==> src/rtl/excess3_pkg.sv <==
// Shared definitions for the Excess-3 receive path: packer FSM states and
// the code offset / legal code window.
package excess3_pkg;

  typedef enum logic {
    ACC   = 1'b0,
    STALL = 1'b1
  } state_e;

  localparam logic [3:0] E3_OFFSET = 4'd3;
  localparam logic [3:0] E3_MIN    = 4'd3;
  localparam logic [3:0] E3_MAX    = 4'd12;

endpackage

==> src/rtl/excess3_digit_decode.sv <==
// Combinational Excess-3 digit decoder: code - 3 for legal codes, digit 0
// plus an invalid flag for codes outside 3..12.
module excess3_digit_decode
  import excess3_pkg::*;
(
  input  logic [3:0] code,
  output logic [3:0] bcd,
  output logic       invalid
);

  always_comb begin
    invalid = (code < E3_MIN) || (code > E3_MAX);
    bcd     = invalid ? 4'd0 : code - E3_OFFSET;
  end

endmodule

==> src/rtl/excess3_to_bcd_packer.sv <==
// Streaming Excess-3 to BCD packer with an accumulator and an output register.
// Define EXCESS3_ERR_COUNT_EN to add the saturating err_count port.
module excess3_to_bcd_packer
  import excess3_pkg::*;
#(
  parameter int DIGITS = 4,
  localparam int CNT_W = $clog2(DIGITS + 1),
  localparam int BCD_W = 4 * DIGITS
) (
  input  logic             clk,
  input  logic             rst,
  input  logic             in_valid,
  output logic             in_ready,
  input  logic [3:0]       in_digit,
  input  logic             in_last,
  output logic             out_valid,
  input  logic             out_ready,
  output logic [BCD_W-1:0] out_bcd,
  output logic [CNT_W-1:0] out_count,
  output logic             out_err
`ifdef EXCESS3_ERR_COUNT_EN
  ,
  output logic [7:0]       err_count
`endif
);

  localparam logic [CNT_W-1:0] MAX_CNT = CNT_W'(DIGITS);

  state_e           state_q, state_d;
  logic [BCD_W-1:0] acc_q, acc_d;
  logic [CNT_W-1:0] cnt_q, cnt_d;
  logic             err_q, err_d;
  logic             out_valid_q, out_valid_d;
  logic [BCD_W-1:0] out_bcd_q, out_bcd_d;
  logic [CNT_W-1:0] out_count_q, out_count_d;
  logic             out_err_q, out_err_d;

  logic [3:0]       dec_bcd;
  logic             dec_invalid;
  logic [BCD_W+3:0] shifted;
  logic [BCD_W-1:0] next_acc;
  logic [CNT_W-1:0] next_cnt;
  logic             next_err;
  logic             accept, drain, complete;

  excess3_digit_decode u_decode (
    .code    (in_digit),
    .bcd     (dec_bcd),
    .invalid (dec_invalid)
  );

  always_comb begin
    shifted     = {acc_q, dec_bcd};
    next_acc    = shifted[BCD_W-1:0];
    next_cnt    = cnt_q + CNT_W'(1);
    next_err    = err_q | dec_invalid;
    accept      = in_valid && (state_q == ACC);
    drain       = out_valid_q && out_ready;
    complete    = accept && (in_last || (next_cnt == MAX_CNT));

    state_d     = state_q;
    acc_d       = acc_q;
    cnt_d       = cnt_q;
    err_d       = err_q;
    out_valid_d = out_valid_q && !drain;
    out_bcd_d   = out_bcd_q;
    out_count_d = out_count_q;
    out_err_d   = out_err_q;

    case (state_q)
      ACC: begin
        if (complete && (!out_valid_q || drain)) begin
          out_valid_d = 1'b1;
          out_bcd_d   = next_acc;
          out_count_d = next_cnt;
          out_err_d   = next_err;
          acc_d       = '0;
          cnt_d       = '0;
          err_d       = 1'b0;
        end else if (accept) begin
          // A completed word that cannot leave yet parks in the accumulator.
          acc_d = next_acc;
          cnt_d = next_cnt;
          err_d = next_err;
          if (complete) state_d = STALL;
        end
      end
      STALL: begin
        if (drain) begin
          out_valid_d = 1'b1;
          out_bcd_d   = acc_q;
          out_count_d = cnt_q;
          out_err_d   = err_q;
          acc_d       = '0;
          cnt_d       = '0;
          err_d       = 1'b0;
          state_d     = ACC;
        end
      end
      default: state_d = ACC;
    endcase
  end

  always_ff @(posedge clk) begin
    if (rst) begin
      state_q     <= ACC;
      acc_q       <= '0;
      cnt_q       <= '0;
      err_q       <= 1'b0;
      out_valid_q <= 1'b0;
      out_bcd_q   <= '0;
      out_count_q <= '0;
      out_err_q   <= 1'b0;
    end else begin
      state_q     <= state_d;
      acc_q       <= acc_d;
      cnt_q       <= cnt_d;
      err_q       <= err_d;
      out_valid_q <= out_valid_d;
      out_bcd_q   <= out_bcd_d;
      out_count_q <= out_count_d;
      out_err_q   <= out_err_d;
    end
  end

  assign in_ready  = (state_q == ACC);
  assign out_valid = out_valid_q;
  assign out_bcd   = out_bcd_q;
  assign out_count = out_count_q;
  assign out_err   = out_err_q;

`ifdef EXCESS3_ERR_COUNT_EN
  logic [7:0] err_cnt_q, err_cnt_d;

  always_comb begin
    err_cnt_d = err_cnt_q;
    if (accept && dec_invalid && (err_cnt_q != 8'hFF)) err_cnt_d = err_cnt_q + 8'd1;
  end

  always_ff @(posedge clk) begin
    if (rst) err_cnt_q <= 8'd0;
    else     err_cnt_q <= err_cnt_d;
  end

  assign err_count = err_cnt_q;
`endif

endmodule

==> config.mk <==
export PLATFORM = sky130hd
export DESIGN_NAME = excess3_to_bcd_packer
export DESIGN_NICKNAME = d
export VERILOG_FILES = /design/src/rtl/excess3_pkg.sv /design/src/rtl/excess3_digit_decode.sv /design/src/rtl/excess3_to_bcd_packer.sv
export SDC_FILE = /design/constraint.sdc
export NUM_CORES = 1
export LEC_CHECK = 0
export ABC_AREA = 1
export CAP_MARGIN = 20
export CELL_PAD_IN_SITES_DETAIL_PLACEMENT = 1
export CELL_PAD_IN_SITES_GLOBAL_PLACEMENT = 1
export CORE_MARGIN = 3
export CORE_UTILIZATION = 37
export DETAILED_ROUTE_END_ITERATION = 10
export HOLD_SLACK_MARGIN = 0.06
export PLACE_DENSITY = 0.84
export SLEW_MARGIN = 10
export SYNTH_ARGS = -nofsm -noshare
export SYNTH_HDL_FRONTEND = slang
export SYNTH_SLANG_ARGS = --single-unit
==> constraint.sdc <==
create_clock -name clk -period 1.62 [get_ports clk]
set_input_delay 0.162 -clock clk [delete_from_list [all_inputs] [get_ports clk]]
set_output_delay 0.162 -clock clk [all_outputs]
set_load 0.01 [all_outputs]
==> flow_summary.json <==
{
  "core_area_um2": 4817,
  "dp.cells": 371,
  "timing.final.ws_setup_ns": 0.06707,
  "cts.clk_slew.worst_paths_ns": 0.07,
  "gp_congestion": 0.7995,
  "p_sw_w": 0.0005973,
  "hold_class": "reg -> reg",
  "crit_fanout": 10,
  "cp_top_family": "buffers and inverters",
  "max_slew_margin_pct": 78.65,
  "max_freq_ghz": 0.6439,
  "powerDensity_nw_per_um2": 876.6,
  "syn_avg_cell_area_um2": 6.955,
  "crit_type": "reg -> out",
  "vias": 1879,
  "drt_iter0_markers": 59,
  "synth_edf_count": 0,
  "grt_usage_pct": 18.67,
  "ys.flop_type": "dfxtp_1",
  "syn-cell-area_um2": 1892,
  "leakagePower_nw": 1.068,
  "insertedDiodeCount": 0,
  "drive_gt1_share_pct": 9.936,
  "dp_slack_ns": -0.001693,
  "dr.pass1.iters": 4,
  "synth_top_area_share_pct": 44.44,
  "clk_path_buf_depth": 2,
  "yosys_warnings": 0,
  "grt_start_max_net_pins": 22,
  "switching_share_pct": 27.49,
  "antenna_found_initial": 0,
  "multi_input_area_um2": 923.4,
  "synthArstFlopShare_pct": 0,
  "drcViolationCount": 0,
  "endpoint_kind": "output port",
  "area_growth_pct": 31.02,
  "synth_cell_types": 24,
  "maxCapViolCount": 0,
  "cpPeakStageDelay_ns": 0.56,
  "setup_viol": 0,
  "drt_wl_total_um": 5392,
  "start_util_pct": 39.27,
  "synthTopCellsByCount": "nand2_1, dfxtp_1, nor2_1",
  "synth_area_leader_cell": "dfxtp_1",
  "io_pins": 31,
  "dieHeight_um": 77.51,
  "clock_latency_ns": 0.29,
  "worst_pin_slew_ns": 0.3194,
  "grt_pass1_wl_um": 9011,
  "clock-sinks": 42,
  "yosysMostFrequentCell": "nand2_1",
  "seq_power_share_pct": 51.6,
  "yosysSeqAreaShare_pct": 44.44,
  "clockPowerShare_pct": 29.4,
  "hold_viol_final": 0,
  "critPathLaunchType": "register",
  "cts-root-buf": "clkbuf_8",
  "tritoncts": "done",
  "grt_pass1_vias": 1933,
  "intPower_w": 0.001575,
  "crit_chain": "inv_4 > clkdlybuf4s50_1",
  "pwr-share-comb_pct": 19.0,
  "cts_max_level": 2,
  "fin_hold_ws_ns": 0.4676,
  "via_per_inst": 4.958,
  "grt_overflow": 0,
  "post_drt_wl_per_cell_um": 14.23,
  "status": "finished clean",
  "netlist_instances": 272,
  "ys_seq_elements": 42,
  "fin_nets": 325,
  "max-vdd-ir-drop_mv": 0.3056,
  "synth.area.top_cells": "dfxtp_1, nand2_1, nor2_1",
  "die_w_um": 77.51,
  "drtAntennaViolNets": 0,
  "cp.arrival_ns": 1.39,
  "core.rowCount": 25,
  "numCtsBuffers": 5,
  "synth_nets": 285,
  "hpwl_um": 3805,
  "drv_slew": 0,
  "regArea_um2": 842.1,
  "cp_num_buf_inv": 2,
  "clock_skew_ns": 0.001911,
  "required_ns": 1.46,
  "min_period_over_period_pct": 95.86,
  "slowest_stage": "clkdlybuf4s50_1",
  "min_period_ns": 1.553,
  "cts_setup_buffers": 0,
  "io_buffer_count": 30,
  "dieArea_um2": 6007,
  "fillers": 652,
  "instances_no_fill": 379
}
[layout by cell type (no fill, tap or decap), drive strengths merged]
master / n
nand2: 74
dfxtp: 42
nor2: 40
clkdlybuf4s50: 30
o21ai: 29
a21oi: 23
inv: 20
nand3: 19
buf: 15
clkbuf: 8
ha: 4
xor2: 2
clkinv: 2
nand3b: 1
a22oi: 1
o22ai: 1
and2: 1
[logic make-up after synthesis]
family	Yosys count	share of synthesized area [%]
AOI/OAI and AO/OA	54	14.48
xor gates and xnor gates	2	0.9261
adders and majority gates	4	2.646
buffers and inverters	35	7.803
DFF	42	44.44
and+or+nand+nor	135	29.70
[final cells by class]
cell class | count | share of cell area, %
Multi-Input combinational cell | 195 | 37.25
Inverter | 22 | 3.483
Tap cell | 67 | 3.382
Timing Repair Buffer | 46 | 18.83
Sequential cell | 42 | 33.97
Clock buffer | 7 | 3.079
[worst paths after layout]
kind                                             start  slack [ns]  depth (start not counted)                 endpoint
worst max-delay path                state_q$_SDFF_PP0_        0.07                          2                 in_ready
worst min-delay path            acc_q[15]$_SDFFE_PP0P_        0.47                          2   acc_q[15]$_SDFFE_PP0P_
worst max register to register   cnt_q[0]$_SDFFE_PP0P_        0.09                          9  out_bcd[8]$_SDFFE_PP0P_
worst min register to register  acc_q[15]$_SDFFE_PP0P_        0.47                          2   acc_q[15]$_SDFFE_PP0P_
[power groups by stage]
stage	Sequential [W]	Clock, W	Combinational, W
2_1_floorplan	0.00116	0	0.000181
3_3_place_gp	0.00114	0	0.000380
3_5_place_dp	0.00114	0	0.000391
4_1_cts	0.00112	0.000653	0.000396
5_1_grt	0.00113	0.000706	0.000456
6_report	0.00112	0.000639	0.000413
[worst min-delay path, stage by stage, from the launching register on]
cell,delay [ns]
dfxtp_1,0.31
nand2_1,0.06
a21oi_1,0.05
[what timing repair did]
item	CTS	global route
pin swaps	0	1
endpoints found under the hold margin	0	0
setup endpoints to repair	2	26
resized for setup	2	16
cloned	0	1
hold buffers	0	0
[sequential cells by signal, summed over array words and instances, names as in the netlist]
register	flops
out_err	1
cnt_q	3
out_count	3
state_q	1
acc_q	16
out_valid	1
err_q	1
out_bcd	16
[routing by layer]
| layer | global-route usage [%] | vias up | wire length [µm] |
|---|---|---|---|
| met5 | 0 | - | 0 |
| met4 | 7.473 | 0 | 100 |
| met3 | 2.436 | 8 | 107 |
| met2 | 31.87 | 26 | 2603 |
| met1 | 23.73 | 897 | 2581 |
| li1 | - | 948 | - |
[through the flow]
stage	TNS [ns]	power, W	instance area, µm²	utilization [%]
2_1_floorplan	0	0.001337	1892	-
3_3_place_gp	0	0.001522	2350	48.78
3_5_place_dp	-0.001693	0.001534	2350	48.78
4_1_cts	0	0.002168	2426	50.36
5_1_grt	-0.04964	0.002292	2479	51.45
6_report	0	0.002173	2479	51.45
Note: power is estimated with default switching activity, not from simulation.
